[config.mk]
export PLATFORM = sky130hd
export DESIGN_NAME = cmem_arbiter
export DESIGN_NICKNAME = d
export VERILOG_FILES = /design/src/rtl/cmem_pkg.sv /design/src/rtl/cmem_arbiter_rr_pick.sv /design/src/rtl/cmem_arbiter.sv
export SDC_FILE = /design/constraint.sdc
export NUM_CORES = 1
export LEC_CHECK = 0
export BUFFER_PORTS_ARGS = -buffer_cell sky130_fd_sc_hd__buf_2
export CAP_MARGIN = 20
export CORE_ASPECT_RATIO = 0.8
export CORE_MARGIN = 2
export CORE_UTILIZATION = 49
export CTS_CLUSTER_DIAMETER = 40
export DETAILED_ROUTE_END_ITERATION = 7
export MAX_ROUTING_LAYER = met4
export PLACE_DENSITY = 0.85
export SLEW_MARGIN = 10
export SYNTH_ARGS = -nofsm -noshare
export SYNTH_HDL_FRONTEND = slang
export SYNTH_SLANG_ARGS = --single-unit
[constraint.sdc]
create_clock -name clk -period 4.5 [get_ports clk]
set_input_delay 0.675 -clock clk [delete_from_list [all_inputs] [get_ports clk]]
set_output_delay 0.675 -clock clk [all_outputs]
set_load 0.005 [all_outputs]
[src/rtl/cmem_pkg.sv]
// Shared constants and types for the layer-memory arbiter.
package cmem_pkg;

    localparam int unsigned NREQ = 3;   // conv, relu, pool engines
    localparam int unsigned AW   = 12;  // layer-memory address width
    localparam int unsigned DW   = 20;  // signed Q4.16 data
    localparam int unsigned SELW = 3;   // memory select width

    localparam logic [SELW-1:0] CSEL_NONE = 3'b000;
    localparam logic [SELW-1:0] CSEL_L0   = 3'b001;
    localparam logic [SELW-1:0] CSEL_L1   = 3'b011;

    typedef enum logic {
        IDLE,
        LOCKED
    } arb_state_e;

endpackage

[src/rtl/cmem_arbiter_rr_pick.sv]
// Round-robin picker: first requester at or after ptr, wrapping to 0.
module rr_pick
    import cmem_pkg::*;
#(
    parameter int unsigned N  = NREQ,
    parameter int unsigned PW = 2
) (
    input  logic [N-1:0]  req,
    input  logic [PW-1:0] ptr,
    output logic [N-1:0]  gnt
);

    int unsigned idx;
    logic        found;

    // Scan N positions starting at ptr; the first asserted request wins.
    always_comb begin
        gnt   = '0;
        found = 1'b0;
        idx   = 0;
        for (int unsigned i = 0; i < N; i++) begin
            idx = 32'(ptr) + i;
            if (idx >= N) begin
                idx = idx - N;
            end
            if (!found && req[idx]) begin
                gnt[idx] = 1'b1;
                found    = 1'b1;
            end
        end
    end

endmodule

[src/rtl/cmem_arbiter.sv]
// Layer-memory arbiter: round-robin grant with burst lock, registered
// memory strobes and a two-cycle tagged read-return pipeline.
module cmem_arbiter
    import cmem_pkg::*;
#(
    parameter int unsigned NREQ = cmem_pkg::NREQ,
    parameter int unsigned AW   = cmem_pkg::AW,
    parameter int unsigned DW   = cmem_pkg::DW
) (
    input  logic                 clk,
    input  logic                 reset,
    input  logic [NREQ-1:0]      req,
    input  logic [NREQ-1:0]      lock,
    input  logic [NREQ-1:0]      we,
    input  logic [SELW*NREQ-1:0] sel,
    input  logic [AW*NREQ-1:0]   addr,
    input  logic [DW*NREQ-1:0]   wdata,
    output logic [NREQ-1:0]      gnt,
    output logic [NREQ-1:0]      rvalid,
    output logic [DW-1:0]        rdata,
    output logic                 cwr,
    output logic                 crd,
    output logic [SELW-1:0]      csel,
    output logic [AW-1:0]        caddr_wr,
    output logic [AW-1:0]        caddr_rd,
    output logic [DW-1:0]        cdata_wr,
    input  logic [DW-1:0]        cdata_rd
);

    localparam int unsigned PW = (NREQ > 1) ? $clog2(NREQ) : 1;

    arb_state_e      state_q, state_d;
    logic [PW-1:0]   owner_q, owner_d;
    logic [PW-1:0]   ptr_q, ptr_d;

    logic [NREQ-1:0] rr_gnt;
    logic [NREQ-1:0] gnt_c;
    logic [PW-1:0]   gidx;
    logic            g_any;
    logic            g_we;
    logic            g_lock;
    logic            owner_hold;
    logic [SELW-1:0] g_sel;
    logic [AW-1:0]   g_addr;
    logic [DW-1:0]   g_wdata;

    logic            cwr_q, crd_q;
    logic [SELW-1:0] csel_q;
    logic [AW-1:0]   caddr_wr_q, caddr_rd_q;
    logic [DW-1:0]   cdata_wr_q;
    logic [NREQ-1:0] rd_pend_q;
    logic [NREQ-1:0] rvalid_q;
    logic [DW-1:0]   rdata_q;

    rr_pick #(
        .N  (NREQ),
        .PW (PW)
    ) u_rr_pick (
        .req (req),
        .ptr (ptr_q),
        .gnt (rr_gnt)
    );

    // Grant selection, granted-request mux and next-state for ptr/FSM.
    // A dropped lock releases immediately, so the round-robin result is
    // used in the very cycle the owner lets go.
    always_comb begin
        owner_hold = (state_q == LOCKED) && req[owner_q] && lock[owner_q];
        gnt_c      = '0;
        if (owner_hold) begin
            gnt_c[owner_q] = 1'b1;
        end else begin
            gnt_c = rr_gnt;
        end

        g_any = |gnt_c;
        gidx  = '0;
        for (int unsigned i = 0; i < NREQ; i++) begin
            if (gnt_c[i]) begin
                gidx = PW'(i);
            end
        end

        g_we    = we[gidx];
        g_lock  = lock[gidx];
        g_sel   = sel[32'(gidx)*SELW +: SELW];
        g_addr  = addr[32'(gidx)*AW +: AW];
        g_wdata = wdata[32'(gidx)*DW +: DW];

        ptr_d = ptr_q;
        if (g_any && !owner_hold) begin
            ptr_d = (gidx == PW'(NREQ - 1)) ? '0 : gidx + 1'b1;
        end

        state_d = IDLE;
        owner_d = owner_q;
        if (g_any && g_lock) begin
            state_d = LOCKED;
            owner_d = gidx;
        end
    end

    // Arbitration state: lock owner, FSM state and round-robin pointer.
    always_ff @(posedge clk or posedge reset) begin
        if (reset) begin
            state_q <= IDLE;
            owner_q <= '0;
            ptr_q   <= '0;
        end else begin
            state_q <= state_d;
            owner_q <= owner_d;
            ptr_q   <= ptr_d;
        end
    end

    // Memory-side strobes one cycle after grant; read data returns one
    // cycle later still, tagged by the one-hot grant held in rd_pend_q.
    always_ff @(posedge clk or posedge reset) begin
        if (reset) begin
            cwr_q      <= 1'b0;
            crd_q      <= 1'b0;
            csel_q     <= CSEL_NONE;
            caddr_wr_q <= '0;
            caddr_rd_q <= '0;
            cdata_wr_q <= '0;
            rd_pend_q  <= '0;
            rvalid_q   <= '0;
            rdata_q    <= '0;
        end else begin
            rvalid_q <= rd_pend_q;
            rdata_q  <= crd_q ? cdata_rd : '0;
            if (g_any) begin
                csel_q    <= g_sel;
                cwr_q     <= g_we && (g_sel != CSEL_NONE);
                crd_q     <= !g_we && (g_sel != CSEL_NONE);
                rd_pend_q <= g_we ? '0 : gnt_c;
                if (g_we) begin
                    caddr_wr_q <= g_addr;
                    cdata_wr_q <= g_wdata;
                end else begin
                    caddr_rd_q <= g_addr;
                end
            end else begin
                csel_q    <= CSEL_NONE;
                cwr_q     <= 1'b0;
                crd_q     <= 1'b0;
                rd_pend_q <= '0;
            end
        end
    end

    assign gnt      = gnt_c;
    assign rvalid   = rvalid_q;
    assign rdata    = rdata_q;
    assign cwr      = cwr_q;
    assign crd      = crd_q;
    assign csel     = csel_q;
    assign caddr_wr = caddr_wr_q;
    assign caddr_rd = caddr_rd_q;
    assign cdata_wr = cdata_wr_q;

endmodule

==> qor.txt <==
worst clock skew = 0.0122 ns
Comb power frac = 0.575
Rel. slew slack = 0.366
status = finished, final reports clean
commonest non-fill, non-tap cell in the layout = buf_2
Design Power = 4.27 mW
Pleak = 2.98 nW
hold_ws = 0.355 ns
Crit Path Class = reg -> out
fin util = 0.679
Initial Util = 0.511
final instance area = 5470 um2
Clock Tree Buf Depth = 2
top fanout value on the critical path = 54
first-pass GRT wire length = 17300 um
die area = 9160 um2
average size of a mapped cell = 10.8 um2
I/O pins = 211
filler instances = 655
CTS Sinks = 80
drt wl/cell = 15.3 um
ys flop type = dfrtp_1
clk slew on worst S/H paths = 0.09 ns
largest net degree at the start of global routing = 55
Placed Area = 5250 um2
PwrDens = 780 nW/um2
FF/Latch Area = 2000 um2
DR vias = 3559
crit end category = output pin
Async S/R FF share, synth = 1.00
CTS H-tree lvls = 3
Hold Vio Cnt, Final = 0
part of the power in the clock network = 0.137
Post-DRT Antenna Nets = 0
most frequent cells in the layout = 210 x buf_2, 80 x dfrtp_1, 58 x mux2i_1
DP Worst Slack = 0.980 ns
fin. max-slew vios = 0
worst hold-check path type = reg -> reg
clock buffer count from CTS = 9
Sw Pwr = 1.72 mW
sequential share of the synthesized area = 0.486
Slew @ Worst Pin = 0.949 ns
CP Data Arrival Time = 2.92 ns
Net Sw Frac = 0.403
1st-iter DRT viols = 97
number of hold buffers added after cts = 0
Placed Cells = 684
internal power = 2.55 mW
post-synthesis net count = 521
area of the multi-input gates = 1870 um2
initial antenna violation count = 0
remaining global-route overflow = 0
critical path data required time = 3.83 ns
routed wire length = 10700 um
gr usage total = 0.247
Cell Area, Synth = 4120 um2
CORE AREA = 8060 um2
Area growth syn-to-layout = 32.8%
Syn. warnings = 0
# Post-CTS Setup Buffers = 0
Post-Layout Cell Count = 700
final period utilization = 0.799
RD Place Congestion = 0.958
Residual DRC = 0
VDD IR max = 0.380 mV
#FFs+latches synth = 80
clock tree root driver cell = clkbuf_8
Startpoint Class = flip-flop
CTS tree = yes
clock latency on the worst-skew pair = 0.35 ns
dpl hpwl = 8250 um
vias in the first global route = 3816
Initial DRT Pass Iterations = 5
register share of total power = 0.288
Cells after Synth = 381
nets = 727
routed vias/inst = 5.08
post-cts gate resize count = 0
Antenna Cells = 0
unrepaired setup endpoints after global routing = no
share of cells above drive strength 1 = 0.446
Achievable Freq = 278 MHz
IO buf count = 210
Die X = 107 um
post-route worst setup slack = 0.906 ns
Post-synth EDFFs = 0
Final Critical Period = 3.59 ns
DIE HEIGHT = 86.0 um
total of max-cap violations = 0
final setup vio count = 0
row cnt = 29
unique cell type count in the Yosys netlist = 46
Setup TNS = 0 ns
[state kept, by name (all words and copies together) (netlist names)]
| signal | cells |
|---|---|
| owner_q | 2 |
| ptr_q | 2 |
| caddr_rd | 12 |
| state_q | 1 |
| rd_pend_q | 3 |
| rvalid | 3 |
| caddr_wr | 12 |
| crd | 1 |
| cdata_wr | 20 |
| rdata | 20 |
| cwr | 1 |
| csel | 3 |
[final cells by class]
type                    count  area share
flip-flops and latches     80       0.366
multi-input cells         241       0.343
repair buffers            215       0.199
inverters                  40      0.0277
well taps                 108      0.0247
clock buffers              10      0.0233
clock inverters             6      0.0169
[cells in the mapped netlist (2+ instances only)]
master / number / area, um2
o31ai_1: 2 / 15.0
clkbuf_1: 6 / 22.5
o21ai_0: 29 / 145
buf_4: 2 / 15.0
mux2i_1: 58 / 581
mux2_2: 26 / 293
buf_2: 9 / 45.0
a21oi_1: 7 / 35.0
mux2_1: 8 / 90.1
inv_1: 40 / 150
nor3_1: 2 / 10.0
o21ai_1: 2 / 10.0
buf_6: 3 / 33.8
nor3b_1: 3 / 22.5
dfrtp_1: 80 / 2000
a21oi_2: 2 / 17.5
ha_1: 4 / 50.1
o221ai_1: 2 / 17.5
o21a_1: 4 / 30.0
and2_1: 21 / 131
a311oi_1: 3 / 26.3
nand3_1: 3 / 15.0
nand2b_1: 2 / 12.5
nor2b_1: 4 / 25.0
nand2_1: 29 / 109
nor2_1: 10 / 37.5
[logic make-up (layout without fill, tap and decap cells)]
group	after synthesis	after routing	synth area share
muxes	92	92	0.234
AOI/OAI and AO/OA	62	62	0.0993
DFF	80	80	0.486
and+or+nand+nor	83	83	0.104
adders and majority gates	4	4	0.0122
buffers and inverters	60	271	0.0647
[power by group through the flow]
stage | Sequential, mW | Combinational (mW) | Clock (mW)
2_1_floorplan | 1.24 | 1.77 | 0
6_report | 1.23 | 2.45 | 0.584
5_1_grt | 1.27 | 2.71 | 0.631
4_1_cts | 1.23 | 2.48 | 0.595
3_5_place_dp | 1.24 | 2.48 | 0
3_3_place_gp | 1.23 | 2.36 | 0
[critical path, stage by stage, from the launching register on]
cell	delay, ns
dfrtp_1	0.42
inv_1	0.09
ha_1	0.29
nand2b_1	0.21
mux2_2	0.37
a211oi_2	0.36
nor2_4	0.07
buf_4	0.23
buf_4	0.30
buf_2	0.19
[routing by layer]
metal  GRT usage  vias to the layer above  part of all wire
met2       0.416                      162              0.49
li1            -                     1708                 -
met5           -                        -                 0
met4       0.104                        0             0.023
met1       0.290                     1662              0.41
met3      0.0517                       27             0.071
[final timing paths]
kind / to / cells past startpoint / from / slack [ns]
worst max-delay path: gnt[2] / 9 / ptr_q[1] / 0.91
worst min-delay path: rvalid[2] / 0 / rd_pend_q[2] / 0.36
worst max register to register: caddr_wr[6] / 10 / ptr_q[0] / 0.98
worst min register to register: rvalid[2] / 0 / rd_pend_q[2] / 0.36
max in group asynchronous: rdata[16] / 3 / reset / 3.13
min in group asynchronous: rdata[13] / 2 / reset / 0.41
Note: power is estimated with default switching activity, not from simulation.
